**src/rtl/dsp_pkg.sv**
```systemverilog
// Shared constants for the DSP multiply-accumulate pipeline:
// OPMODE bit positions and default operand/accumulator widths.
package dsp_pkg;

    localparam int unsigned OP_PREADD  = 0;
    localparam int unsigned OP_PRESUB  = 1;
    localparam int unsigned OP_LOAD    = 2;
    localparam int unsigned OP_POSTSUB = 3;

    localparam int unsigned DEF_A_WIDTH   = 18;
    localparam int unsigned DEF_B_WIDTH   = 18;
    localparam int unsigned DEF_ACC_WIDTH = 48;

endpackage

```
**src/rtl/dsp_sat_addsub.sv**
```systemverilog
// Combinational signed add/subtract with overflow detection and optional
// clamp to the most positive / most negative representable value.
module dsp_sat_addsub #(
    parameter int unsigned WIDTH  = 48,
    parameter int unsigned SAT_EN = 0
) (
    input  logic [WIDTH-1:0] a,
    input  logic [WIDTH-1:0] b,
    input  logic             sub,
    output logic [WIDTH-1:0] s,
    output logic             ovf
);

    logic [WIDTH-1:0] raw;

    always_comb begin
        raw = sub ? (a - b) : (a + b);
        // Overflow when the operands' effective signs agree but the result's sign differs.
        if (sub) begin
            ovf = (a[WIDTH-1] != b[WIDTH-1]) && (raw[WIDTH-1] != a[WIDTH-1]);
        end else begin
            ovf = (a[WIDTH-1] == b[WIDTH-1]) && (raw[WIDTH-1] != a[WIDTH-1]);
        end
        s = raw;
        if ((SAT_EN != 0) && ovf) begin
            s = a[WIDTH-1] ? {1'b1, {(WIDTH-1){1'b0}}} : {1'b0, {(WIDTH-1){1'b1}}};
        end
    end

endmodule

```
**src/rtl/dsp_macc_pipe.sv**
```systemverilog
// Three-stage signed pre-add / multiply / accumulate pipeline with grouped
// results, sticky group overflow and a single global stall enable.
module dsp_macc_pipe
    import dsp_pkg::*;
#(
    parameter int unsigned A_WIDTH   = DEF_A_WIDTH,
    parameter int unsigned B_WIDTH   = DEF_B_WIDTH,
    parameter int unsigned ACC_WIDTH = DEF_ACC_WIDTH,
    parameter int unsigned SAT_EN    = 0
) (
    input  logic                 CLK,
    input  logic                 RST,
    input  logic                 IN_VALID,
    output logic                 IN_READY,
    input  logic [A_WIDTH-1:0]   A,
    input  logic [B_WIDTH-1:0]   B,
    input  logic [B_WIDTH-1:0]   D,
    input  logic [3:0]           OPMODE,
    input  logic                 LAST,
    output logic                 OUT_VALID,
    input  logic                 OUT_READY,
    output logic [ACC_WIDTH-1:0] P,
    output logic                 OVF
);

    localparam int unsigned BP_W = B_WIDTH + 1;
    localparam int unsigned M_W  = A_WIDTH + B_WIDTH + 1;

    if (ACC_WIDTH < A_WIDTH + B_WIDTH + 1) begin : g_width_check
        $error("dsp_macc_pipe: ACC_WIDTH must be at least A_WIDTH+B_WIDTH+1");
    end

    logic                        en;
    logic signed [A_WIDTH-1:0]   a_s;
    logic signed [B_WIDTH-1:0]   b_s;
    logic signed [B_WIDTH-1:0]   d_s;
    logic signed [BP_W-1:0]      bp;

    // Stage 1
    logic                        v1;
    logic signed [A_WIDTH-1:0]   a1;
    logic signed [BP_W-1:0]      bp1;
    logic                        load1, sub1, last1;
    // Stage 2
    logic                        v2;
    logic signed [M_W-1:0]       m2;
    logic                        load2, sub2, last2;
    // Stage 3 / accumulator
    logic [ACC_WIDTH-1:0]        acc;
    logic                        sticky;
    logic [ACC_WIDTH-1:0]        acc_in;
    logic [ACC_WIDTH-1:0]        m_ext;
    logic [ACC_WIDTH-1:0]        s;
    logic                        add_ovf;
    logic                        grp_ovf;
    logic [ACC_WIDTH-1:0]        p_q;
    logic                        ovf_q;
    logic                        out_valid_q;

    assign en        = !out_valid_q || OUT_READY;
    assign IN_READY  = en;
    assign OUT_VALID = out_valid_q;
    assign P         = p_q;
    assign OVF       = ovf_q;

    assign a_s = A;
    assign b_s = B;
    assign d_s = D;

    always_comb begin
        bp = BP_W'(b_s);
        if (OPMODE[OP_PREADD]) begin
            bp = OPMODE[OP_PRESUB] ? (BP_W'(d_s) - BP_W'(b_s)) : (BP_W'(d_s) + BP_W'(b_s));
        end
    end

    // Load beats start from zero so a lone load+LAST yields the single product.
    always_comb begin
        acc_in  = load2 ? '0 : acc;
        m_ext   = ACC_WIDTH'(m2);
        grp_ovf = (load2 ? 1'b0 : sticky) | add_ovf;
    end

    dsp_sat_addsub #(
        .WIDTH  (ACC_WIDTH),
        .SAT_EN (SAT_EN)
    ) u_addsub (
        .a   (acc_in),
        .b   (m_ext),
        .sub (sub2),
        .s   (s),
        .ovf (add_ovf)
    );

    always_ff @(posedge CLK) begin
        if (RST) begin
            v1          <= 1'b0;
            a1          <= '0;
            bp1         <= '0;
            load1       <= 1'b0;
            sub1        <= 1'b0;
            last1       <= 1'b0;
            v2          <= 1'b0;
            m2          <= '0;
            load2       <= 1'b0;
            sub2        <= 1'b0;
            last2       <= 1'b0;
            acc         <= '0;
            sticky      <= 1'b0;
            p_q         <= '0;
            ovf_q       <= 1'b0;
            out_valid_q <= 1'b0;
        end else if (en) begin
            v1    <= IN_VALID;
            a1    <= a_s;
            bp1   <= bp;
            load1 <= OPMODE[OP_LOAD];
            sub1  <= OPMODE[OP_POSTSUB];
            last1 <= LAST;

            v2    <= v1;
            m2    <= M_W'(a1) * M_W'(bp1);
            load2 <= load1;
            sub2  <= sub1;
            last2 <= last1;

            if (v2) begin
                acc    <= s;
                sticky <= grp_ovf;
                if (last2) begin
                    p_q   <= s;
                    ovf_q <= grp_ovf;
                end
            end
            // With en high any held result is being consumed this edge.
            out_valid_q <= v2 && last2;
        end
    end

endmodule

```
**config.mk**
```make
export PLATFORM = sky130hd
export DESIGN_NAME = dsp_macc_pipe
export DESIGN_NICKNAME = d
export VERILOG_FILES = /design/src/rtl/dsp_pkg.sv /design/src/rtl/dsp_sat_addsub.sv /design/src/rtl/dsp_macc_pipe.sv
export SDC_FILE = /design/constraint.sdc
export NUM_CORES = 2
export LEC_CHECK = 0
export ABC_AREA = 1
export CORE_MARGIN = 2
export CORE_UTILIZATION = 39
export DETAILED_ROUTE_END_ITERATION = 8
export HOLD_SLACK_MARGIN = 0.02
export PLACE_DENSITY = 0.58
export SETUP_SLACK_MARGIN = 0.2
export SLEW_MARGIN = 20
export SYNTH_ARGS = -nofsm -noshare
export SYNTH_HDL_FRONTEND = slang
export SYNTH_SLANG_ARGS = --single-unit
export TNS_END_PERCENT = 10
```
**constraint.sdc**
```tcl
create_clock -name CLK -period 9.7 [get_ports CLK]
set_input_delay 1.94 -clock CLK [delete_from_list [all_inputs] [get_ports CLK]]
set_output_delay 1.94 -clock CLK [all_outputs]
set_load 0.02 [all_outputs]
```
==> flow_summary.toml <==
[setup_path]
endpoint_kind = "register"
startpoint_type = "register"
path_class = "register to register"
crit_chain = "nand2_1 -> inv_1 -> fa_1 -> fa_1 -> inv_1 -> fa_1 -> inv_1 -> fa_1 -> fa_1 -> inv_1 -> fa_1 -> inv_1 -> ha_1 -> nand2_1 -> nor3_1 -> nand3_1 -> nand3_1 -> nand2_1 -> nand3_1 -> nand3_1 -> o211ai_1 -> inv_1"
slowest_stage = "dfxtp_1"
critical_path.top_delay_family = "adder cells"
worst_ep_required_time_ns = 10.09
slowest_delay_ns = 0.88
cp_max_fo = 20
critPathArrivalTime_ns = 7.08
path_buf_inv = 6

[detailed_routing]
via_per_inst = 4.910
wl_um = 78320
wl_per_cell_um = 16.38
ant_nets = 0
drt_first_pass_iters = 7
drc = 0
vias = 23484
drt_iter0_drc = 1565

[clock_network]
cts_root_buffer = "clkbuf_16"
cts_setup_buffers = 0
cts_resized = 0
worstSkewPairLatency_ns = 0.50
cts_made_buffers = 17
cts_max_level = 4
ctsHoldBuffers = 0
clock_sinks = 181
clock_path_buffers = 2
tritoncts = "done"
path_clk_slew_ns = 0.08

[sta]
period_share_pct = 68.92
slew_headroom_pct = 27.53
fmax_ghz = 0.1496
fin_crit_ns = 6.686
fin_hold_ws_ns = 0.4617
maxSlewViolCount = 0
finalHoldViolations = 0
rsz0062_at_grt = "no"
finalSetupViolations = 0
final.setup_skew_ns = 0.01724
worst_pin_slew_ns = 1.086
finalSetupTns_ns = 0
final.setup.worst_slack_ns = 3.014

[logic_synthesis]
syn_nets = 4460
synth-edff-count = 0
yosysWarnings = 0
yosysMostFrequentCell = "inv_1"
netlist_instances = 3888
yosys.area.top_type = "fa_1"
yosysSeqAreaShare_pct = 13.59
yosys.area.top_type_share_pct = 26.05
synth.area.top_cells = "fa_1, inv_1, dfxtp_1"
syn_area_um2 = 26670
syn_avg_cell_area_um2 = 6.859
synth_commonest_cells = "inv_1, nand2_1, nor2_1, fa_1, a21oi_1"
ys.flop_type = "dfxtp_1"
netlist-cell-type-count = 54
ys_ff_latch = 181
ys_async_sr_fraction_pct = 0

[grt]
grt_start_max_net_pins = 70
grt_pass1_vias = 23653
antenna_found_initial = 0
grt_util_all_layers_pct = 23.23
grt.overflow.total = 0
grt_pass1_wl_um = 129800

[place]
pre_cts_ws_ns = 3.029
placedCellCount = 4751
place_congestion = 1.001
place_area_um2 = 28510
io_buffers = 113
dp_hpwl_um = 63720

[finish]
postLayoutCoreUtil_pct = 43.14
final_area_um2 = 29080
final_nets = 4469
insertedDiodeCount = 0
post_route_cells_drive_above_1_share_pct = 3.504
fin_cells = 4783
syn_to_final_growth_pct = 9.037

[power]
pwr-share-comb_pct = 71.2
total_power_mw = 5.875
clock_power_share_pct = 12.0
p_per_area_nw_per_um2 = 202.0
vdd_drop_max_v = 0.0001263
p_sw_mw = 3.217
switching_share_pct = 54.76
p_int_mw = 2.658
p_leak_nw = 16.01
power_frac_seq_pct = 16.8

[floorplanning]
core_um2 = 67400
pin_count = 114
rows = 95
die_h_um = 265.5
die_area_um2 = 70480
die_w_um = 265.5
initial_core_util_pct = 39.57

[status]
outcome = "finished clean"

[min_path]
min-delay-path-class = "register to register"

[flow_run]
cap_violations = 0
## cell type report
type,instances,area (um2)
clock buffers,17,425.4
clock inverters,15,145.1
fillers,7153,38320
inverters,995,3737
multi-input cells,2567,18760
flip-flops and latches,181,3625
well taps,873,1092
repair buffers,135,1291
## cells in the final DEF, fill, tap and decap left out, types with 7 or more instances in the layout
master / n
nor3_1: 24
nor2_1: 393
o21ai_0: 171
xnor2_1: 36
o21bai_1: 29
clkbuf_16: 17
clkdlybuf4s50_1: 112
o21ai_1: 13
nor2_2: 10
nand4_1: 33
nand3_1: 157
nand2_1: 780
buf_4: 22
a31oi_1: 16
fa_1: 347
or2_1: 8
ha_1: 162
inv_2: 28
a21oi_1: 189
o211ai_1: 32
nand3b_1: 10
a21o_1: 11
nor4_1: 7
xor2_1: 70
nand2_2: 11
dfxtp_1: 180
inv_1: 965
## sequential cells by signal (all words and copies together) (netlist names), 18 cells and up
signal  flops
bp1        19
P          48
m2         37
a1         18
acc        48
## cell families (layout without fill, tap and decap cells)
family,count (synthesis),count (layout),share of synthesized area (%)
AND/OR/NAND/NOR,1454,1454,22.55
flip-flops,181,181,13.59
XOR/XNOR,106,106,3.481
AO/OA/AOI/OAI,498,498,10.65
adder cells (fa/ha/maj),509,509,33.65
buffers and inverters,1140,1162,16.08
## worst reg2reg max path: stages (launching register included)
cell and delay (ns):
dfxtp_1 0.88, nand2_1 0.22, inv_1 0.16, fa_1 0.60
fa_1 0.55, inv_1 0.05, fa_1 0.50, inv_1 0.05
fa_1 0.46, fa_1 0.54, inv_1 0.05, fa_1 0.54
inv_1 0.04, ha_1 0.39, nand2_1 0.15, nor3_1 0.56
nand3_1 0.15, nand3_1 0.21, nand2_1 0.11, nand3_1 0.09
nand3_1 0.11, o211ai_1 0.13, inv_1 0.05
## metal layers
metal	share of wire (%)	track usage, %
met1	48	32.57
met2	46	38.36
met3	4.2	2.564
met4	1.7	5.451
met5	0	0
## path summary, 6_finish.rpt
kind | startpoint | endpoint | slack (ns) | depth (start not counted)
worst max-delay path | a1[3] | m2[29] | 3.01 | 22
worst min-delay path | acc[1] | acc[1] | 0.46 | 2
worst max register to register | a1[3] | m2[29] | 3.01 | 22
worst min register to register | acc[1] | acc[1] | 0.46 | 2
## power groups by stage
stage               clock (mW)  sequential [mW]  combinational [mW]
finish                   0.707            0.988                4.18
global route             0.755             1.00                4.81
CTS                      0.727            0.986                4.21
detailed placement           0             1.00                4.18
global placement             0             1.00                4.17
floorplan                    0            0.915                3.08
Power figures use the tool's default switching activity.
